### config.mk
export PLATFORM = sky130hd
export DESIGN_NAME = dbscan_stream_clusterer
export DESIGN_NICKNAME = d
export VERILOG_FILES = /design/src/rtl/dbscan_stream_clusterer.sv
export SDC_FILE = /design/constraint.sdc
export NUM_CORES = 1
export LEC_CHECK = 0
export CORE_AREA = 2 2 106 129
export DETAILED_ROUTE_END_ITERATION = 7
export DIE_AREA = 0 0 108 131
export GPL_TIMING_DRIVEN = 0
export PLACE_DENSITY = 0.84
export REMOVE_ABC_BUFFERS = 1
export SYNTH_ARGS = -nofsm -noshare
export SYNTH_HDL_FRONTEND = slang
export SYNTH_SLANG_ARGS = --single-unit
### constraint.sdc
create_clock -name clk -period 9.7 [get_ports clk]
set_input_delay 2.91 -clock clk [delete_from_list [all_inputs] [get_ports clk]]
set_output_delay 2.91 -clock clk [all_outputs]
set_load 0.005 [all_outputs]
### src/rtl/dbscan_stream_clusterer.sv
// Streaming 1-D DBSCAN: groups a sorted sample stream into density runs
// and reports cluster count, noise count and largest cluster per frame.
module dbscan_stream_clusterer #(
    parameter int DATA_W  = 10,
    parameter int CNT_W   = 10,
    parameter int EPS     = 0,
    parameter int MIN_PTS = 2
) (
    input  logic              clk,
    input  logic              reset,
    input  logic              frame_start,
    input  logic              in_valid,
    input  logic [DATA_W-1:0] in_data,
    input  logic              frame_end,
    output logic              out_valid,
    output logic [CNT_W-1:0]  cluster_count,
    output logic [CNT_W-1:0]  noise_count,
    output logic [CNT_W-1:0]  largest_cluster,
    output logic              order_err
);

    localparam logic [DATA_W:0]  LP_EPS = (DATA_W+1)'(EPS);
    localparam logic [CNT_W-1:0] LP_MIN = CNT_W'(MIN_PTS);
    localparam logic [CNT_W-1:0] LP_MAX = '1;

    typedef enum logic [1:0] {S_IDLE, S_EMPTY, S_RUN} state_t;

    typedef struct packed {
        logic [CNT_W-1:0] cl;
        logic [CNT_W-1:0] nz;
        logic [CNT_W-1:0] lg;
    } acc_t;

    // Fold a finished run of length len into the frame accumulators.
    function automatic acc_t f_close(acc_t a, logic [CNT_W-1:0] len);
        acc_t           r;
        logic [CNT_W:0] s;
        r = a;
        s = {1'b0, a.nz} + {1'b0, len};
        if (len >= LP_MIN) begin
            if (a.cl != LP_MAX) r.cl = a.cl + 1'b1;
            if (len > a.lg) r.lg = len;
        end else begin
            r.nz = s[CNT_W] ? LP_MAX : s[CNT_W-1:0];
        end
        return r;
    endfunction

    state_t            r_state;
    logic [DATA_W-1:0] r_prev;
    logic [CNT_W-1:0]  r_run_len;
    acc_t              r_acc;
    logic              r_order;
    logic              r_out_valid;
    logic [CNT_W-1:0]  r_cluster;
    logic [CNT_W-1:0]  r_noise;
    logic [CNT_W-1:0]  r_largest;
    logic              r_order_err;

    logic              w_ge;
    logic [DATA_W:0]   w_diff;
    logic              w_join;
    acc_t              w_acc1;
    acc_t              w_acc2;
    logic [CNT_W-1:0]  w_len1;
    logic              w_order;

    // Sample step first, then (for frame_end) the closing of whatever run remains.
    always_comb begin
        w_ge    = in_data >= r_prev;
        w_diff  = {1'b0, in_data} - {1'b0, r_prev};
        w_join  = (r_state == S_RUN) && w_ge && (w_diff <= LP_EPS);
        w_acc1  = r_acc;
        w_len1  = r_run_len;
        w_order = r_order | ((r_state == S_RUN) && in_valid && !w_ge);
        if (in_valid) begin
            if (w_join) begin
                w_len1 = (r_run_len == LP_MAX) ? r_run_len : r_run_len + 1'b1;
            end else begin
                if (r_state == S_RUN) w_acc1 = f_close(r_acc, r_run_len);
                w_len1 = CNT_W'(1);
            end
        end
        w_acc2 = f_close(w_acc1, w_len1);
    end

    always_ff @(posedge clk or posedge reset) begin
        if (reset) begin
            r_state     <= S_IDLE;
            r_prev      <= '0;
            r_run_len   <= '0;
            r_acc       <= '0;
            r_order     <= 1'b0;
            r_out_valid <= 1'b0;
            r_cluster   <= '0;
            r_noise     <= '0;
            r_largest   <= '0;
            r_order_err <= 1'b0;
        end else begin
            r_out_valid <= 1'b0;
            case (r_state)
                S_IDLE: begin
                    if (frame_start) begin
                        r_acc     <= '0;
                        r_order   <= 1'b0;
                        r_run_len <= '0;
                        r_state   <= S_EMPTY;
                    end
                end
                S_EMPTY, S_RUN: begin
                    if (frame_start) begin
                        r_acc   <= '0;
                        r_order <= 1'b0;
                        if (in_valid) begin
                            r_prev    <= in_data;
                            r_run_len <= CNT_W'(1);
                            r_state   <= S_RUN;
                        end else begin
                            r_run_len <= '0;
                            r_state   <= S_EMPTY;
                        end
                    end else if (frame_end) begin
                        if (in_valid) r_prev <= in_data;
                        r_out_valid <= 1'b1;
                        r_cluster   <= w_acc2.cl;
                        r_noise     <= w_acc2.nz;
                        r_largest   <= w_acc2.lg;
                        r_order_err <= w_order;
                        r_acc       <= w_acc2;
                        r_order     <= w_order;
                        r_run_len   <= '0;
                        r_state     <= S_IDLE;
                    end else if (in_valid) begin
                        r_prev    <= in_data;
                        r_run_len <= w_len1;
                        r_acc     <= w_acc1;
                        r_order   <= w_order;
                        r_state   <= S_RUN;
                    end
                end
                default: r_state <= S_IDLE;
            endcase
        end
    end

    assign out_valid       = r_out_valid;
    assign cluster_count   = r_cluster;
    assign noise_count     = r_noise;
    assign largest_cluster = r_largest;
    assign order_err       = r_order_err;

endmodule

==> flow_metrics.env, run 1 <==
export IMPL_maxCapViolCount=0
export IMPL_n_antenna_cell=0
export IMPL_yosys_area_top_type="dfrtp_1"
export IMPL_die_area_sq_um=14100
export IMPL_grtUsageTotal_pct=27.3
export IMPL_grt_pass1_vias=6287
export IMPL_hold_depth=2
export IMPL_start_kind="input port"
export IMPL_synth_top_cell_area_share_pct=30.6
export IMPL_coreArea_sq_um=12900
export IMPL_hold_end="cluster_count[7]"
export IMPL_drive_gt1_share_pct=6.62
export IMPL_die_h_um=131
export IMPL_grt_pass1_wl_mm=30.4
export IMPL_vias=6543
export IMPL_ys_ff_latch=85
export IMPL_cts_buffers=9
export IMPL_holdBufCountCts=0
export IMPL_overflow=0
export IMPL_clockRootBuffer="clkbuf_16"
export IMPL_syn_cell_area_sq_um=6950
export IMPL_r2r_end="largest_cluster[0]"
export IMPL_worst_setup_path_end_kind="register"
export IMPL_crit_type="input port to register"
export IMPL_post_cts_buffers=0
export IMPL_wl_mm=18.7
export IMPL_fin_setup_tns_ns=0
export IMPL_nNetsFinal=928
export IMPL_synth_area_leaders="dfrtp_1 (31%), ha_1 (9.9%), nand2_1 (5.2%)"
export IMPL_dieWidth_um=108
export IMPL_crit_arrival_ns=9.37
export IMPL_gp_congestion=0.981
export IMPL_ir_drop_v=0.000120
export IMPL_wl_per_cell_um=18.2
export IMPL_cts_htree_levels=3
export IMPL_skew_ns=0.00838
export IMPL_ys_flop_type="dfrtp_1"
export IMPL_syn_to_final_growth_pct=13.2
export IMPL_cp_required_ns=9.93
export IMPL_path_clk_slew_ns=0.06
export IMPL_worst_slack_ns=0.565
export IMPL_fmax_ghz=0.109
export IMPL_drtIter0Drc=560
export IMPL_grt_max_degree=48
export IMPL_min_from="cluster_count[7]"
export IMPL_grt_antenna_before_repair=0
export IMPL_drc_errors=0
export IMPL_reg2reg_slack_ns=3.21
export IMPL_place_hpwl_mm=13.4
export IMPL_avgSynthCellArea_sq_um=8.33
export IMPL_cellLeakagePower_nw=3.44
export IMPL_power_density_nw_per_um2=186
export IMPL_setup_viol=0
export IMPL_synth_seq_area_share_pct=30.6
export IMPL_yosys_warnings=0
export IMPL_cp_max_fo=17
export IMPL_clk_latency_ns=0.35
export IMPL_preCtsSetupSlack_ns=-0.0759
export IMPL_status="complete, no violations"
export IMPL_ant_nets=0
export IMPL_hold_viol=0
export IMPL_r2r_start="r_prev[6]"
export IMPL_async_flop_share_pct=100
export IMPL_period_needed_ns=9.14
export IMPL_reg2reg_depth=20
export IMPL_start_util_pct=53.6
export IMPL_clock_path_buffers=2
export IMPL_finalCritPeriodShare_pct=94.2
export IMPL_synth_distinct_cells=78
export IMPL_relSlewSlack_pct=15.6
export IMPL_io_buffers=46
export IMPL_dr_pass1_iters=5
export IMPL_fp_row_count=46
export IMPL_cts_sinks=85
export IMPL_ios=47
export IMPL_synth_edf_count=0
export IMPL_holdCritPathClass="register to register"
export IMPL_maxSlewViolCount=0
export IMPL_syn_inst=834
export IMPL_rsz0062_at_grt="false"
export IMPL_tightest_slew_ns=1.27
export IMPL_avgViaCountPerCell=6.36
export IMPL_cts_tree="done"
-- worst max-delay path by stage --
stage | start | endpoint | depth (start not counted)
floorplan | in_data[6] | largest_cluster[0] | 19
global placement | in_data[6] | largest_cluster[0] | 20
detailed placement | in_data[6] | largest_cluster[0] | 20
CTS | in_data[6] | largest_cluster[0] | 20
global route | in_data[3] | largest_cluster[0] | 20
finish | in_data[6] | largest_cluster[0] | 20
-- registers in the layout, indices dropped and copies added (netlist names), 2 cells and up --
name / flops
cluster_count: 10
r_acc: 30
largest_cluster: 10
r_prev: 10
r_run_len: 10
noise_count: 10
r_state: 2
-- area by class of cell --
type                       count  area [sq um]
fill                        1133          5090
clock inverter                 6          86.3
multi-input combinational    662          4480
inverter                      48           183
tap                          168           210
clock buffer                  10           239
timing repair buffer          50           541
sequential                    85          2130
-- cell usage after synthesis (3+ instances only) --
cell type	number
nand2_1	96
nor2_1	55
ha_1	55
and3_1	16
xor2_1	15
a22o_1	7
nor4_1	5
nand4_1	17
a31oi_1	13
nand3b_1	4
nor2b_1	13
o22a_1	3
o311ai_0	4
clkbuf_1	29
buf_4	3
o311ai_1	7
mux2i_1	14
o21a_1	9
a221oi_1	3
o211ai_1	4
buf_2	4
nor3_1	14
xnor2_1	23
o21ai_0	53
a21boi_0	5
inv_1	48
or3_1	3
a22oi_1	7
mux2_2	14
o31ai_1	5
or2_2	3
o22ai_1	11
dfrtp_1	85
a21oi_1	58
and2_1	9
nand2b_1	7
o221ai_1	9
nand3_1	30
o21ai_1	10
a21o_1	10
a211oi_1	8
-- cell families after synthesis --
kind of cell	share of synthesized area [%]
simple gates	19.9
compound gates	24.4
buf+inv	5.04
flops	30.6
fa+ha+maj	10.6
xor+xnor	4.79
mux	4.61
-- repair_timing --
action	in CTS	in global routing
hold endpoints to repair	0	0
setup endpoints to repair	0	11
resized for setup	0	1
-- worst max-delay path: stages --
cell and delay (ns):
clkdlybuf4s50_1 0.43, ha_1 0.36, a21o_1 0.21, and3_4 0.17, a211o_1 0.25, or4b_4 0.51
a2111oi_4 0.67, and2_1 0.55, nor2_1 0.22, a211oi_2 0.61, ha_1 0.26, nor2b_1 0.13
o21a_1 0.11, o21a_1 0.10, o21ai_0 0.10, maj3_2 0.35, o22ai_2 0.43, and2_1 0.63
mux2i_1 0.28, o21ai_1 0.08
-- cell usage in the layout, fill, tap and decap left out, types with 9 or more instances in the layout --
cell type | Yosys | routed
o21a_1 | 9 | 9
mux2i_1 | 14 | 14
nor2_1 | 55 | 54
a21oi_1 | 58 | 58
xor2_1 | 15 | 15
and3_1 | 16 | 16
nand4_1 | 17 | 17
dfrtp_1 | 85 | 85
clkdlybuf4s50_1 | 0 | 46
o22ai_1 | 11 | 11
nor3_1 | 14 | 14
clkbuf_16 | 0 | 9
mux2_2 | 14 | 14
and2_1 | 9 | 9
o221ai_1 | 9 | 9
ha_1 | 55 | 55
a21o_1 | 10 | 10
inv_1 | 48 | 47
a31oi_1 | 13 | 13
nand3_1 | 30 | 30
o21ai_1 | 10 | 10
xnor2_1 | 23 | 23
nor2b_1 | 13 | 13
o21ai_0 | 53 | 53
nand2_1 | 96 | 95
-- power by group --
part           switching (mW)  internal (mW)
sequential             0.0392          0.417
combinational           0.368          0.252
clock                   0.152          0.232
total                   0.558          0.901
-- metal layers --
metal | part of all wire [%] | wire [um] | global-route usage (%) | up-vias
li1 | - | - | - | 3106
met1 | 42 | 7820 | 33.4 | 3111
met2 | 48 | 9000 | 46.1 | 265
met3 | 5.9 | 1100 | 4.32 | 61
met4 | 4.1 | 771 | 14.9 | 0
met5 | 0 | 0 | 0 | -
-- metrics by stage --
stage	power, mW	cells	cell area [sq um]	hold WS [ns]	utilization [%]
6_report	1.46	1029	7860	0.466	60.7
5_1_grt	1.55	1029	7860	0.498	60.7
4_1_cts	1.46	1028	7850	0.474	60.6
3_5_place_dp	1.07	1012	7520	0.460	58.1
3_3_place_gp	1.04	1009	7450	0.454	57.5
2_1_floorplan	0.867	795	6780	0.454	-
Note: power is estimated with default switching activity, not from simulation.
==> run 2, diff against run 1 <==
GPL_TIMING_DRIVEN = default   (was 0)
==> flow_metrics.env, run 2 (synthesis gave the netlist of run 1 again) <==
export IMPL_cts_resized=0
export IMPL_syn_to_final_growth_pct=13.3
export IMPL_coreArea_sq_um=12900
export IMPL_drtIter0Drc=494
export IMPL_start_util_pct=53.6
export IMPL_drc_errors=0
export IMPL_fin_setup_tns_ns=0
export IMPL_grt_max_degree=78
export IMPL_post_cts_buffers=0
export IMPL_fillCellCount=1148
export IMPL_nNetsFinal=939
export IMPL_rsz0062_at_grt="false"
export IMPL_place_area_sq_um=7560
export IMPL_wl_mm=19.0
export IMPL_ant_nets=0
export IMPL_cellLeakagePower_nw=3.46
export IMPL_crit_arrival_ns=8.59
export IMPL_period_needed_ns=8.37
export IMPL_fmax_ghz=0.119
export IMPL_holdBufCountCts=0
export IMPL_start_kind="input port"
export IMPL_ir_drop_v=0.000116
export IMPL_preCtsSetupSlack_ns=1.03
export IMPL_fin_util_pct=60.8
export IMPL_cp_max_fo=17
export IMPL_grt_pass1_wl_mm=31.5
export IMPL_final_cell_area_sq_um=7870
export IMPL_final_common_cell="nand2_1"
export IMPL_cts_htree_levels=3
export IMPL_regMostFlops="r_acc"
export IMPL_path_clk_slew_ns=0.06
export IMPL_multiInputGateArea_sq_um=4470
export IMPL_final_cells=1040
export IMPL_fp_row_count=46
export IMPL_cts_sinks=85
export IMPL_grt_pass1_vias=6431
export IMPL_clk_latency_ns=0.35
export IMPL_hold_viol=0
export IMPL_holdCritPathClass="register to register"
export IMPL_final_cell_mix="nand2_1 (95), dfrtp_1 (85), a21oi_1 (58), nor2_1 (55), ha_1 (55)"
export IMPL_grt_antenna_before_repair=0
export IMPL_ios=47
export IMPL_worst_setup_path_end_kind="register"
export IMPL_dr_pass1_iters=5
export IMPL_die_area_sq_um=14100
export IMPL_maxCapViolCount=0
export IMPL_vias=6599
export IMPL_skew_ns=0.00784
export IMPL_worst_slack_ns=1.33
export IMPL_place_hpwl_mm=13.6
export IMPL_cts_buffers=9
export IMPL_io_buffers=46
export IMPL_crit_type="input port to register"
export IMPL_finalCritPeriodShare_pct=86.3
export IMPL_avgViaCountPerCell=6.35
export IMPL_holdWs_ns=0.468
export IMPL_clockRootBuffer="clkbuf_16"
export IMPL_n_antenna_cell=0
export IMPL_placedCellCount=1024
export IMPL_power_mw=1.44
export IMPL_relSlewSlack_pct=31.1
export IMPL_power_density_nw_per_um2=182
export IMPL_drive_gt1_share_pct=7.57
export IMPL_dieWidth_um=108
export IMPL_clock_path_buffers=2
export IMPL_maxSlewViolCount=0
export IMPL_largest_reg_flops=30
export IMPL_wl_per_cell_um=18.3
export IMPL_setup_viol=0
export IMPL_cp_required_ns=9.92
export IMPL_status="complete, no violations"
export IMPL_grtUsageTotal_pct=28.1
export IMPL_cts_tree="done"
export IMPL_tightest_slew_ns=1.03
export IMPL_regArea_sq_um=2130
export IMPL_die_h_um=131
export IMPL_gp_congestion=0.967
export IMPL_overflow=0
[run 2: cell count changes in the layout (fill, tap and decap cells not counted), moves of 2 or more]
cell,delta
buf_16,-2
inv_6,+2
clkinvlp_4,+2
buf_4,+15
[run 2: where the power goes]
group | internal [mW] | total (mW) | switching [mW]
Sequential | 0.417 | 0.456 | 0.0383
Clock | 0.208 | 0.363 | 0.155
Combinational | 0.249 | 0.617 | 0.368
[run 2: final timing paths]
| check | start | endpoint | slack [ns] | depth (start not counted) |
|---|---|---|---|---|
| max in group asynchronous | reset | r_acc[8] | 5.68 | 3 |
| hold reg to reg | order_err | order_err | 0.47 | 2 |
| hold / removal | order_err | order_err | 0.47 | 2 |
| min in group asynchronous | reset | r_prev[2] | 2.76 | 2 |
| setup / recovery | in_data[6] | largest_cluster[0] | 1.33 | 21 |
| setup reg to reg | r_prev[6] | largest_cluster[0] | 3.96 | 21 |
[run 2: area by class of cell]
cell class                 instances  share of cell area (%)
clock buffer                      10                    3.04
clock inverter                     6                   0.890
inverter                          48                    2.30
multi-input combinational        662                    56.8
sequential                        85                    27.0
tap                              168                    2.67
timing repair buffer              61                    7.28
[run 2: routing by layer]
| layer | global-route usage (%) | share of wire, % | up-vias |
|---|---|---|---|
| met5 | 0 | 0 | - |
| li1 | - | - | 3133 |
| met4 | 14.6 | 4.9 | 0 |
| met2 | 46.7 | 47 | 285 |
| met1 | 35.4 | 42 | 3097 |
| met3 | 4.12 | 5.9 | 84 |
[run 2: worst max-delay path: stages]
cell and delay, ns:
clkdlybuf4s50_1 0.43, ha_1 0.37, a21o_1 0.21, and3_4 0.17, a211o_1 0.24, or4b_4 0.51
a2111oi_4 0.29, buf_4 0.23, and2_1 0.41, nor2_1 0.17, a211oi_1 0.38, ha_1 0.21
nor2b_1 0.14, o21a_1 0.12, o21a_1 0.10, o21ai_0 0.08, maj3_2 0.32, o22ai_2 0.38
and2_1 0.58, mux2i_1 0.25, o21ai_1 0.07
==> run 3, diff against run 2 <==
CTS_CLUSTER_SIZE = 14   (was default)
HOLD_SLACK_MARGIN = 0.02   (was default)
==> results of run 3 <==
Final layout, timing and power as in run 2 (identical DEF).
